### src/rtl/transition_window_scheduler_if.sv
// Result stream of the transition window scheduler.
// One word per channel, moved on valid & ready.
interface transition_window_scheduler_if #(
    parameter int CHANNELS = 4,
    parameter int CNT_W    = 16
);
    localparam int CH_W = $clog2(CHANNELS);

    logic             out_valid;
    logic             out_ready;
    logic [CH_W-1:0]  out_chan;
    logic [CNT_W-1:0] out_count;
    logic             out_sat;

    modport master (
        output out_valid,
        output out_chan,
        output out_count,
        output out_sat,
        input  out_ready
    );

    modport slave (
        input  out_valid,
        input  out_chan,
        input  out_count,
        input  out_sat,
        output out_ready
    );
endinterface

### src/rtl/transition_window_scheduler.sv
// Counts per-channel input transitions over a programmable window
// and streams one result word per channel.
module transition_window_scheduler #(
    parameter int CHANNELS = 4,
    parameter int CNT_W    = 16,
    parameter int WIN_W    = 16
) (
    input  logic                 clk,
    input  logic                 reset,
    input  logic [CHANNELS-1:0]  in,
    input  logic                 start,
    input  logic [WIN_W-1:0]     window_len,
    output logic                 busy,
    output logic                 done,
    transition_window_scheduler_if.master res
);
    localparam int CH_W = $clog2(CHANNELS);

    typedef enum logic [2:0] {
        IDLE, ARM, COUNT, DRAIN, DONE
    } state_t;

    state_t state, state_n;

    logic [WIN_W-1:0]    win_q;
    logic [WIN_W-1:0]    remaining;
    logic [CHANNELS-1:0] prev;
    logic [CHANNELS-1:0] sat;
    logic [CNT_W-1:0]    cnt [CHANNELS];
    logic [CH_W-1:0]     k;

    logic drain;
    logic xfer;
    logic last_k;

    assign drain  = (state == DRAIN);
    assign xfer   = drain & res.out_ready;
    assign last_k = (k == CH_W'(CHANNELS - 1));

    always_ff @(posedge clk or negedge reset) begin
        if (!reset) state <= IDLE;
        else        state <= state_n;
    end

    always_comb begin
        state_n = state;
        unique case (state)
            IDLE:    if (start) state_n = ARM;
            ARM:     state_n = (win_q != '0) ? COUNT : DRAIN;
            COUNT:   if (remaining == WIN_W'(1)) state_n = DRAIN;
            DRAIN:   if (xfer && last_k) state_n = DONE;
            DONE:    state_n = IDLE;
            default: state_n = IDLE;
        endcase
    end

    always_comb begin
        busy          = (state != IDLE);
        done          = (state == DONE);
        res.out_valid = drain;
        res.out_chan  = drain ? k : '0;
        res.out_count = drain ? cnt[k] : '0;
        res.out_sat   = drain ? sat[k] : 1'b0;
    end

    always_ff @(posedge clk or negedge reset) begin
        if (!reset) begin
            win_q     <= '0;
            remaining <= '0;
            prev      <= '0;
            sat       <= '0;
            k         <= '0;
            for (int i = 0; i < CHANNELS; i++) cnt[i] <= '0;
        end else begin
            case (state)
                IDLE: if (start) win_q <= window_len;
                ARM: begin
                    prev      <= in;
                    sat       <= '0;
                    k         <= '0;
                    remaining <= win_q;
                    for (int i = 0; i < CHANNELS; i++) cnt[i] <= '0;
                end
                COUNT: begin
                    remaining <= remaining - WIN_W'(1);
                    prev      <= in;
                    // a lost increment at all-ones is what marks saturation
                    for (int i = 0; i < CHANNELS; i++) begin
                        if (in[i] != prev[i]) begin
                            if (&cnt[i]) sat[i] <= 1'b1;
                            else         cnt[i] <= cnt[i] + CNT_W'(1);
                        end
                    end
                end
                DRAIN: if (xfer && !last_k) k <= k + CH_W'(1);
                default: ;
            endcase
        end
    end
endmodule

### src/flat_wrapper.sv
// flat-port wrapper written by rule: the top's interface ports become plain ports
module transition_window_scheduler_flat 
#(
    parameter int CHANNELS = 4,
    parameter int CNT_W    = 16,
    parameter int WIN_W    = 16
)
  (clk, reset, in, start, window_len, busy, done, res_out_valid, res_out_chan, res_out_count, res_out_sat, res_out_ready);
  transition_window_scheduler_if #(.CHANNELS(CHANNELS), .CNT_W(CNT_W)) res_i ();
  input  logic clk;
  input  logic reset;
  input  logic [CHANNELS-1:0] in;
  input  logic start;
  input  logic [WIN_W-1:0] window_len;
  output logic busy;
  output logic done;
  output wire logic [$bits(res_i.out_valid)-1:0] res_out_valid;
  output wire logic [$bits(res_i.out_chan)-1:0] res_out_chan;
  output wire logic [$bits(res_i.out_count)-1:0] res_out_count;
  output wire logic [$bits(res_i.out_sat)-1:0] res_out_sat;
  input wire logic [$bits(res_i.out_ready)-1:0] res_out_ready;
  assign res_out_valid = res_i.out_valid;
  assign res_out_chan = res_i.out_chan;
  assign res_out_count = res_i.out_count;
  assign res_out_sat = res_i.out_sat;
  assign res_i.out_ready = res_out_ready;
  transition_window_scheduler #(.CHANNELS(CHANNELS), .CNT_W(CNT_W), .WIN_W(WIN_W)) u_core (.clk(clk), .reset(reset), .in(in), .start(start), .window_len(window_len), .busy(busy), .done(done), .res(res_i));
endmodule
### config.mk
export PLATFORM = sky130hd
export DESIGN_NAME = transition_window_scheduler_flat
export DESIGN_NICKNAME = d
export VERILOG_FILES = /design/src/rtl/transition_window_scheduler_if.sv /design/src/rtl/transition_window_scheduler.sv /design/src/flat_wrapper.sv
export SDC_FILE = /design/constraint.sdc
export NUM_CORES = 1
export LEC_CHECK = 0
export ABC_AREA = 1
export CAP_MARGIN = 20
export CELL_PAD_IN_SITES_DETAIL_PLACEMENT = 0
export CELL_PAD_IN_SITES_GLOBAL_PLACEMENT = 1
export CORE_MARGIN = 2
export CORE_UTILIZATION = 43
export DETAILED_ROUTE_END_ITERATION = 8
export PLACE_DENSITY = 0.77
export RECOVER_POWER = 25
export SETUP_SLACK_MARGIN = 0.4
export SLEW_MARGIN = 20
export SYNTH_ARGS = -nofsm -noshare
export SYNTH_HDL_FRONTEND = slang
export SYNTH_SLANG_ARGS = --single-unit
### constraint.sdc
create_clock -name clk -period 1.7 [get_ports clk]
set_input_delay 0.34 -clock clk [delete_from_list [all_inputs] [get_ports clk]]
set_output_delay 0.34 -clock clk [all_outputs]
set_load 0.02 [all_outputs]
* Word-level counts from Yosys, hierarchy flattened
Index checks and enable logic that the tools add are counted.
** Storage, ports and cells
- Register bits :: 109
- Output and inout bits :: 22
** Operators by class
- Bitwise logic cells :: 2
- Order comparisons :: 2
- Eq/ne operators :: 26
- Reductions and logical operators :: 24
- Mux-type cells :: 34
- Add/sub/neg operators :: 6
** Operator list (count)
- 2-to-1 mux 16 bit :: 11
- one-hot mux 64 bit (2 select lines) :: 1
- adder 16 x 1 -> 16 bit (second input constant) :: 4
- AND reduction 16 bit :: 4
- binary-select mux 16 bit (select 2 bit) :: 1
- one-hot mux 16 bit (2 select lines) :: 1
- AND reduction 3 bit :: 9
- != test 2 x 1 -> 1 bit (second input constant) :: 9
- == test 16 x 1 -> 1 bit (second input constant) :: 1
- nonzero test 16 bit :: 1
- subtractor 16 x 1 -> 16 bit (second input constant) :: 1
- != test 2 bit (second input constant) :: 7
- one-hot mux 3 bit (4 select lines) :: 1
- 2-to-1 mux 1 bit :: 11
- 2-to-1 mux 3 bit :: 3
- one-hot mux 4 bit (2 select lines) :: 1
- == test 3 x 2 -> 1 bit (second input constant) :: 2
- 2-to-1 mux 2 bit :: 2
- != test 1 bit :: 4
- one-hot mux 2 bit (2 select lines) :: 1
- AND reduction 2 bit :: 2
- nonzero test 2 bit :: 2
- == test 3 x 1 -> 1 bit (second input constant) :: 1
- == test 3 bit (second input constant) :: 1
- other kinds (12) :: 13

* Longest topological paths before layout
Gate-level depths: netlist of the first run.
- Word-level depth :: 5
- Mapped depth :: 11
- Gate-level depth less buffers :: 10

* Worst setup path after synthesis of the first run
OpenSTA, ideal clock, no wires.
- Kind :: register -> output
- Start point :: register u_core.state[1]
- End point :: output port res_out_count[10]
- Arrival time :: 1.583 ns
- Path buffers :: 1
- Setup slack :: -0.223 ns
- Cell stages (with the launch flop) :: 6
- Path through :: dfrtp_1 -> inv_1 -> nor3_2 -> inv_1 -> clkbuf_1 -> a21oi_1
** On the way
- Cells in the longest elaborated chain, start to end :: 2
** RTL lines
- start: declaration :: line transition_window_scheduler.sv:23 : state_t state, state_n;
- start signal: assignment :: line transition_window_scheduler.sv:42 : else state <= state_n;
- == test 3 x 2 -> 1 bit :: line transition_window_scheduler.sv:36 : assign drain = (state == DRAIN);
- net res_out_valid :: line flat_wrapper.sv:17 : output wire logic [$bits(res_i.out_valid)-1:0] res_out_valid;
- 2-to-1 mux 16 bit :: line transition_window_scheduler.sv:62 : res.out_count = drain ? cnt[k] : '0;
- end: declaration :: line flat_wrapper.sv:19 : output wire logic [$bits(res_i.out_count)-1:0] res_out_count;
The timed path passes the listed nets, and every way through them passes these cells.

* Final worst setup path of the first run
- Start point :: register u_core.state[2]
- End point :: output port res_out_count[0]
** On the way
- Cells in the longest elaborated chain, start to end :: 2
** RTL lines (line)
- == test 3 x 2 -> 1 bit :: transition_window_scheduler.sv:36
- 2-to-1 mux 16 bit :: transition_window_scheduler.sv:62
Every way passes these cells.

==> results.cfg, run 1 <==
[job]
drv_cap = 0

[logic_synthesis]
synth_mux_area_share_pct = 1.277
post-synth-top-count-cell = nand2_1
synth_top_family_by_area = simple AND/OR/NAND/NOR gates
synthAdderAreaFrac_pct = 1.242
synth_nets = 1058
synth_area_per_cell_sq_um = 6.869
synth_xor_area_share_pct = 3.476
synthSimpleGateAreaFrac_pct = 33.31
yosysSeqAreaShare_pct = 38.67
yosys.area.top_type = dfrtp_1
synth_commonest_cells = nand2_1, nor2_1, dfrtp_1
async_flop_share_pct = 100.0
synth.distinct_cells = 39
ys_ff_latch = 109
synth-edff-count = 0
syn-cell-area_sq_um = 7054
synth_warnings = 0
synth_top_cells_by_area = dfrtp_1, nand2_1, nor2_1, nand3_1, o21ai_0
synth_ff_type = dfrtp_1
synth-compound-area-share_pct = 13.41
synth_top_area_share_pct = 38.67
synthCells = 1027

[cells_and_area]
utilization_pct = 73.70
design_area_sq_um = 11750
final_nets = 1291
drive_gt1_share_pct = 45.30
area_growth_pct = 66.57
diodes = 0

[outcome]
failed_checks = setup timing
status = finished, violations left

[cts]
path_clk_slew_ps = 90
cts_tree = done
cts_sinks = 109
htree_levels = 3
cts_buffer_depth = 2
numCtsBuffers = 9
cts_root_buffer = clkbuf_16
clk-insertion-delay-late_ps = 370

[detailed_routing]
wl_per_cell_um = 17.27
remaining_drc_errors = 0
postRouteAntennaNets = 0
drt_first_pass_iters = 5
vias = 7789
drt-total-wl_mm = 25.58
via_per_inst = 5.259
drt-initial-drc-count = 451

[floorplanning]
fp.dieH_um = 132.1
start_util_pct = 44.25
die_w_um = 132.1
fp.dieArea_sq_um = 17450
num_rows = 46
ios = 46
core_sq_um = 15940

[power]
report.power.total_mw = 18.27
ir_drop_mv = 0.8270
p_leak_nw = 5.240
power.density_nw_per_um2 = 1555

[global_route]
grt_pass1_wl_mm = 36.89
grt_max_degree = 44
track_usage_pct = 26.45
grt_overflow = 0
grt_pass1_vias = 7133
antenna_found_initial = 0

[placed_design]
post-place-ws_ps = -407.7
dpl_cell_area_sq_um = 9071
hpwl_mm = 16.15
place_congestion = 0.8735
portBuffers = 45

[worst_setup_path]
crit_arrival_ps = 1640
path_max_fanout = 10
timing.rr.end = u_core.cnt[15]
cp-endpoint = res_out_count[0]
r2r.worst_path.cells = 11
r2r_start = u_core.state[2]
critPathKind = flop to output pin
r2r_slack_ps = -180
worstPathRequired_ps = 1360
critical_path.startpoint = u_core.state[2]
end_kind = output pin
start_kind = flop

[sta]
fmax_ghz = 0.5041
min_period_over_period_pct = 116.7
layout_min_cycle_time_ps = 1984
slew_violations = 0
tightest_slew_ps = 1006
hold_viol = 0
setup_tns_ps = -14120
finalSetupViolations = 103
rsz0062_at_grt = yes
relSlewSlack_pct = 32.95
finalClockSkew_ps = 11.20
layout_setup_ws_ps = -283.8

[hold_path]
hp-class = flop to flop
hold_path.startpoint = u_core.prev[0]
-- flip-flops by register name (all words and copies together), names as in the netlist --
register          flops
u_core.cnt           64
u_core.remaining     16
u_core.win_q         16
u_core.prev           4
u_core.sat            4
u_core.state          3
u_core.k              2
-- routing by layer --
layer,wire length (um),track usage (%)
met1,11260,36.18
met2,12640,44.73
met3,1011,3.652
met4,663,5.797
met5,0,0
-- cell type report --
class                           count  area [sq um]
Inverter                           98         416.7
Multi-Input combinational cell    778          5187
Sequential cell                   109          2734
Clock buffer                        9         225.2
Tap cell                          216         270.3
Clock inverter                      7         85.08
Fill cell                        1200          4193
Timing Repair inverter              1         5.005
Timing Repair Buffer              263          2826
-- layout by cell type (no fill, tap or decap), types with 9 or more instances in the layout --
| master | n |
|---|---|
| buf_12 | 19 |
| dfrtp_1 | 104 |
| nand3_4 | 13 |
| o21ai_1 | 32 |
| a21oi_1 | 15 |
| nor2_4 | 18 |
| clkdlybuf4s50_1 | 22 |
| nand2_4 | 44 |
| a21oi_2 | 24 |
| nand4_1 | 22 |
| o21ai_2 | 64 |
| xor2_1 | 25 |
| a21oi_4 | 20 |
| nor2_2 | 24 |
| nand2_1 | 195 |
| nand3_1 | 74 |
| inv_2 | 9 |
| nand3_2 | 9 |
| nand2_2 | 50 |
| nor2_1 | 100 |
| buf_6 | 62 |
| inv_1 | 80 |
| buf_8 | 10 |
| clkbuf_16 | 20 |
| buf_4 | 134 |
-- critical path: stages, from the launching register on --
cell and delay [ps]:
dfrtp_1 440, nor3_4 270, inv_4 100, buf_12 170
a21oi_4 130, buf_4 160
-- cells by family after synthesis --
family          after synthesis
buf+inv                     140
compound gates              173
flops                       109
xor+xnor                     28
fa+ha+maj                     7
simple gates                562
mux                           8
-- per-stage QoR --
stage | instances | hold slack, ps
final | 1481 | 512.3
after global routing | 1481 | 534.0
after CTS | 1430 | 365.4
after detailed placement | 1389 | 228.4
after global placement | 1389 | 225.6
after floorplan | 1027 | 44.41
-- power breakdown --
group	internal, mW	switching [mW]	total (mW)
combinational	5.76	6.64	12.4
clock	1.06	1.19	2.24
sequential	3.15	0.481	3.63
-- what timing repair did --
action / 4_1_cts / 5_1_grt
gates cloned: 5 / 13
pin swaps: 14 / 45
hold buffers: 1 / 0
hold endpoints to repair: 14 / 0
resized for setup: 270 / 302
buffers inserted: 19 / 38
endpoints found under the setup margin: 130 / 130
-- worst min path at each step --
stage	depth (start not counted)	slack, ps	end
finish	2	510	u_core.prev[0]
global route	2	530	u_core.prev[0]
CTS	2	370	u_core.win_q[10]
detailed placement	1	230	u_core.win_q[8]
global placement	1	230	u_core.win_q[8]
floorplan	0	40	u_core.cnt[0]
Power figures use the tool's default switching activity.
==> inputs of run 2 (changes only) <==
--- a/config.mk
+++ b/config.mk
@@ -17,2 +17,3 @@
 export SETUP_SLACK_MARGIN = 0.4
+export SKIP_LAST_GASP = 1
 export SLEW_MARGIN = 20
==> constraint.sdc (replaced) <==
create_clock -name clk -period 1.7 [get_ports clk]
set_input_delay 0.17 -clock clk [delete_from_list [all_inputs] [get_ports clk]]
set_output_delay 0.17 -clock clk [all_outputs]
set_load 0.02 [all_outputs]
==> results.cfg, run 2 (synthesis results as in run 1) <==
[global_route]
grt_pass1_wl_mm = 38.69
track_usage_pct = 27.98
grt_pass1_vias = 7182
antenna_found_initial = 0
grt_max_degree = 71
grt_overflow = 0

[placed_design]
hpwl_mm = 15.72
dp_cells = 1352
post-place-ws_ps = -260.5
place_congestion = 0.8697
portBuffers = 45

[cells_and_area]
diodes = 0
nFillCells = 1308
final_nets = 1259
drive_gt1_share_pct = 43.31
top_register = u_core.cnt
regArea_sq_um = 2754
most-common-layout-cells = nand2_1, buf_4, nor2_1
utilization_pct = 72.19
largest_reg_flops = 64
reg_top3 = u_core.cnt x64, u_core.remaining x16, u_core.win_q x16
fin_cells = 1449
area_growth_pct = 63.16
multi_input_area_sq_um = 5109
layout_commonest_cell = nand2_1

[outcome]
status = finished, violations left
failed_checks = setup timing

[cts]
htree_levels = 3
clk-insertion-delay-late_ps = 370
cts_tree = done
numCtsBuffers = 9
path_clk_slew_ps = 80
cts_buffer_depth = 2
cts_sinks = 109
cts_root_buffer = clkbuf_16

[sta]
layout_setup_ws_ps = -151.8
holdWs_ps = 373.8
fmax_ghz = 0.5400
rsz0062_at_grt = yes
slew_violations = 0
layout_min_cycle_time_ps = 1852
finalSetupViolations = 81
tightest_slew_ps = 1056
hold_viol = 0
min_period_over_period_pct = 108.9
finalClockSkew_ps = 9.833
relSlewSlack_pct = 29.61

[worst_setup_path]
crit_top_cell = buf_6
critPathSlowestCell = dfrtp_2
path_max_fanout = 8
start_kind = flop
crit_arrival_ps = 1680
critPathKind = flop to output pin
end_kind = output pin
critPathBufInv = 3
path_cells = buf_6, clkbuf_16, a21oi_2, o21ai_2, a21oi_4, buf_6
cp_top_family = buffers and inverters
worstPathRequired_ps = 1530
worst_path_largest_cell_delay_ps = 420

[power]
combPwrFrac_pct = 69.5
ir_drop_mv = 1.078
swShare_pct = 44.65
power_frac_seq_pct = 19.1
p_clk_share_pct = 11.4
p_leak_nw = 5.115
internal-power_mw = 10.45
power.density_nw_per_um2 = 1640
switchingPower_mw = 8.429

[detailed_routing]
vias = 7737
postRouteAntennaNets = 0
via_per_inst = 5.340
drt_first_pass_iters = 5
wl_per_cell_um = 17.95
drt-total-wl_mm = 26.01
remaining_drc_errors = 0
drt-initial-drc-count = 572

[hold_path]
hp-class = primary input to flop

[floorplanning]
die_w_um = 132.1
core_sq_um = 15940
fp.dieH_um = 132.1
fp.dieArea_sq_um = 17450
start_util_pct = 44.25
num_rows = 46
ios = 46

[job]
drv_cap = 0
==> run 2: changes by cell type in the layout (fill, tap and decap cells not counted), moves of 7 or more <==
| cell | delta |
|---|---|
| buf_4 | -25 |
| clkbuf_16 | -9 |
| dfrtp_1 | -16 |
| nor2_1 | +8 |
| buf_6 | -15 |
| nand2_2 | -13 |
| nand2_1 | +7 |
| buf_16 | +12 |
| dfrtp_2 | +16 |
==> run 2: worst reg2reg max path, stage by stage (launching register included) <==
cell	delay [ps]
dfrtp_1	430
buf_6	150
nor2_4	120
nand2_4	110
nand2_4	120
inv_8	60
a21oi_4	200
nand2_8	140
buf_12	170
buf_16	130
nand2_2	50
nand2_1	50
==> run 2: stage by stage <==
| stage | instance area (sq um) | setup TNS (ps) | power [mW] |
|---|---|---|---|
| after CTS | 10470 | -2326 | 16.59 |
| after detailed placement | 8786 | -3783 | 10.45 |
| final | 11510 | -4318 | 18.88 |
| after global placement | 8786 | -2979 | 10.40 |
| after floorplan | 7470 | 0 | 8.368 |
| after global routing | 11510 | -9724 | 19.74 |
==> run 2: repair_timing <==
item	4_1_cts	5_1_grt
hold endpoints to repair	109	0
buffers inserted	27	28
cloned	21	4
setup endpoints to repair	124	131
hold buffers	1	0
pin swaps	34	39
gates resized for setup	370	200
==> run 2: power groups by stage <==
stage	Combinational (mW)	Clock, mW	Sequential, mW
finish	13.1	2.15	3.61
CTS	10.9	2.17	3.57
global placement	6.82	0	3.58
floorplan	4.86	0	3.51
detailed placement	6.86	0	3.59
global route	13.8	2.28	3.67
==> run 2: area by class of cell <==
cell class / count / area share [%]
clock buffers: 9 / 1.957
flip-flops and latches: 109 / 23.93
repair inverters: 4 / 0.3696
multi-input cells: 778 / 44.39
inverters: 98 / 3.587
clock inverters: 7 / 0.4892
well taps: 216 / 2.348
repair buffers: 228 / 22.94
==> run 2: worst paths after layout <==
kind                       cells past startpoint                    to                  from  slack, ps
setup reg to reg                              11        u_core.cnt[51]       u_core.state[2]       -120
min in group asynchronous                      3       u_core.win_q[8]                 reset        400
setup / recovery                               6     res_out_count[15]           u_core.k[0]       -150
hold reg to reg                                2  u_core.remaining[14]  u_core.remaining[14]        480
hold / removal                                 3      u_core.win_q[12]        window_len[12]        370
max in group asynchronous                      3           u_core.k[1]                 reset        260
==> run 2: routing by layer <==
| layer | wire, um | vias up | track usage, % |
|---|---|---|---|
| met1 | 11190 | 3720 | 37.49 |
| li1 | - | 3749 | - |
| met2 | 12910 | 222 | 45.54 |
| met4 | 602 | 0 | 9.118 |
| met3 | 1309 | 46 | 5.536 |
| met5 | 0 | - | 0 |
==> inputs of run 3 (changes only) <==
Settings changed: CAP_MARGIN 20 to not set, PLACE_DENSITY 0.77 to not set, PLACE_DENSITY_LB_ADDON set to 0.1.
==> results.cfg, run 3 (synthesis results as in run 1) <==
[hold_path]
hp-class = primary input to flop

[sta]
rsz0062_at_grt = yes
min_period_over_period_pct = 105.7
finalClockSkew_ps = 7.347
slew_violations = 0
layout_setup_ws_ps = -96.40
hold_viol = 0
layout_min_cycle_time_ps = 1796
fmax_ghz = 0.5567
relSlewSlack_pct = 32.64
tightest_slew_ps = 1010
setup_tns_ps = -3327
finalSetupViolations = 73

[detailed_routing]
postRouteAntennaNets = 0
drt-total-wl_mm = 26.35
wl_per_cell_um = 18.04
vias = 7897
drt_first_pass_iters = 8
remaining_drc_errors = 0
via_per_inst = 5.409
drt-initial-drc-count = 638

[placed_design]
dpl_cell_area_sq_um = 8861
hpwl_mm = 16.39
place_congestion = 0.9015
portBuffers = 45

[cells_and_area]
reg_top3 = u_core.cnt x64, u_core.remaining x16, u_core.win_q x16
largest_reg_flops = 64
drive_gt1_share_pct = 42.68
most-common-layout-cells = nand2_1, buf_4, nor2_1
design_area_sq_um = 11460
diodes = 0
top_register = u_core.cnt
layout_commonest_cell = nand2_1
area_growth_pct = 62.42
nFillCells = 1245
final_nets = 1270

[global_route]
grt_pass1_vias = 7344
grt_pass1_wl_mm = 39.32
antenna_found_initial = 0
track_usage_pct = 28.49
grt_overflow = 0
grt_max_degree = 70

[worst_setup_path]
critPathKind = flop to flop
critPathSlowestCell = dfrtp_1
cp_top_family = buffers and inverters
start_kind = flop
worst_path_largest_cell_delay_ps = 430
end_kind = flop
critPathBufInv = 4
path_cells = buf_6, buf_6, nor2_4, nand2_4, nand2_8, inv_8, a21oi_4, nand2_4, buf_12, nand2_1, o21ai_1
crit_arrival_ps = 2040
worstPathRequired_ps = 1950
path_max_fanout = 15

[cts]
cts_sinks = 109
clk-insertion-delay-late_ps = 360
path_clk_slew_ps = 80
cts_root_buffer = clkbuf_16
htree_levels = 3
cts_tree = done
cts_buffer_depth = 2
numCtsBuffers = 9

[floorplanning]
num_rows = 46
fp.dieArea_sq_um = 17450
fp.dieH_um = 132.1
core_sq_um = 15940
die_w_um = 132.1
start_util_pct = 44.25
ios = 46

[job]
drv_cap = 0

[outcome]
failed_checks = setup timing
status = finished, violations left

[power]
ir_drop_mv = 0.7706
p_leak_nw = 5.025
power.density_nw_per_um2 = 1595
-- run 3: what timing repair did --
| item | in CTS | in global routing |
|---|---|---|
| buffers inserted | 36 | 21 |
| pin swaps | 31 | 46 |
| hold buffers | 1 | 0 |
| hold endpoints to repair | 109 | 0 |
| gates cloned | 15 | 4 |
| endpoints found under the setup margin | 130 | 130 |
| resized for setup | 403 | 162 |
-- run 3: routing by layer --
| metal | routed length [um] | part of all wire [%] | global-route usage, % |
|---|---|---|---|
| met5 | 0 | 0 | 0 |
| met4 | 696 | 2.6 | 10.39 |
| met3 | 1387 | 5.3 | 3.345 |
| met2 | 12770 | 48 | 46.27 |
| met1 | 11490 | 44 | 39.24 |
-- run 3: layout make-up --
type                       instances  area, sq um  share of cell area (%)
clock buffer                       9        225.2                   1.966
clock inverter                     7        72.57                  0.6334
inverter                          98        430.4                   3.757
multi-input combinational        778         5089                   44.41
sequential                       109         2740                   23.92
tap                              216        270.3                   2.359
timing repair buffer             240         2592                   22.63
timing repair inverter             3        37.54                  0.3276
-- run 3: path summary, 6_finish.rpt --
check / slack, ps / endpoint / from / cells past startpoint
worst max-delay path: -100 / u_core.cnt[1] / u_core.state[2] / 11
worst min-delay path: 390 / u_core.win_q[12] / window_len[12] / 3
worst max register to register: -100 / u_core.cnt[1] / u_core.state[2] / 11
worst min register to register: 490 / u_core.remaining[14] / u_core.remaining[14] / 2
max in group asynchronous: 310 / u_core.cnt[48] / reset / 3
min in group asynchronous: 420 / u_core.win_q[10] / reset / 3
-- run 3: per-stage QoR --
| step | worst slack, ps | total power [mW] | utilization, % | hold WS [ps] | instances |
|---|---|---|---|---|---|
| 3_5_place_dp | -306.1 | 10.48 | 55.58 | 171.8 | 1367 |
| 2_1_floorplan | 183.1 | 8.368 | - | -125.6 | 1027 |
| 5_1_grt | -155.9 | 19.12 | 71.86 | 412.0 | 1460 |
| 6_report | -96.40 | 18.28 | 71.86 | 386.6 | 1460 |
| 3_3_place_gp | -238.1 | 10.42 | 55.58 | 168.5 | 1367 |
| 4_1_cts | -42.68 | 16.29 | 66.39 | 328.6 | 1435 |
-- run 3: where the power goes --
group | total [mW] | internal [mW] | switching [mW]
combinational | 12.4 | 5.76 | 6.67
clock | 2.21 | 1.15 | 1.06
sequential | 3.63 | 3.15 | 0.478
total | 18.3 | 10.1 | 8.22
-- run 3: worst min-delay path, stage by stage --
cell	delay, ps
clkdlybuf4s50_1	410
nor2_2	100
a21oi_1	40
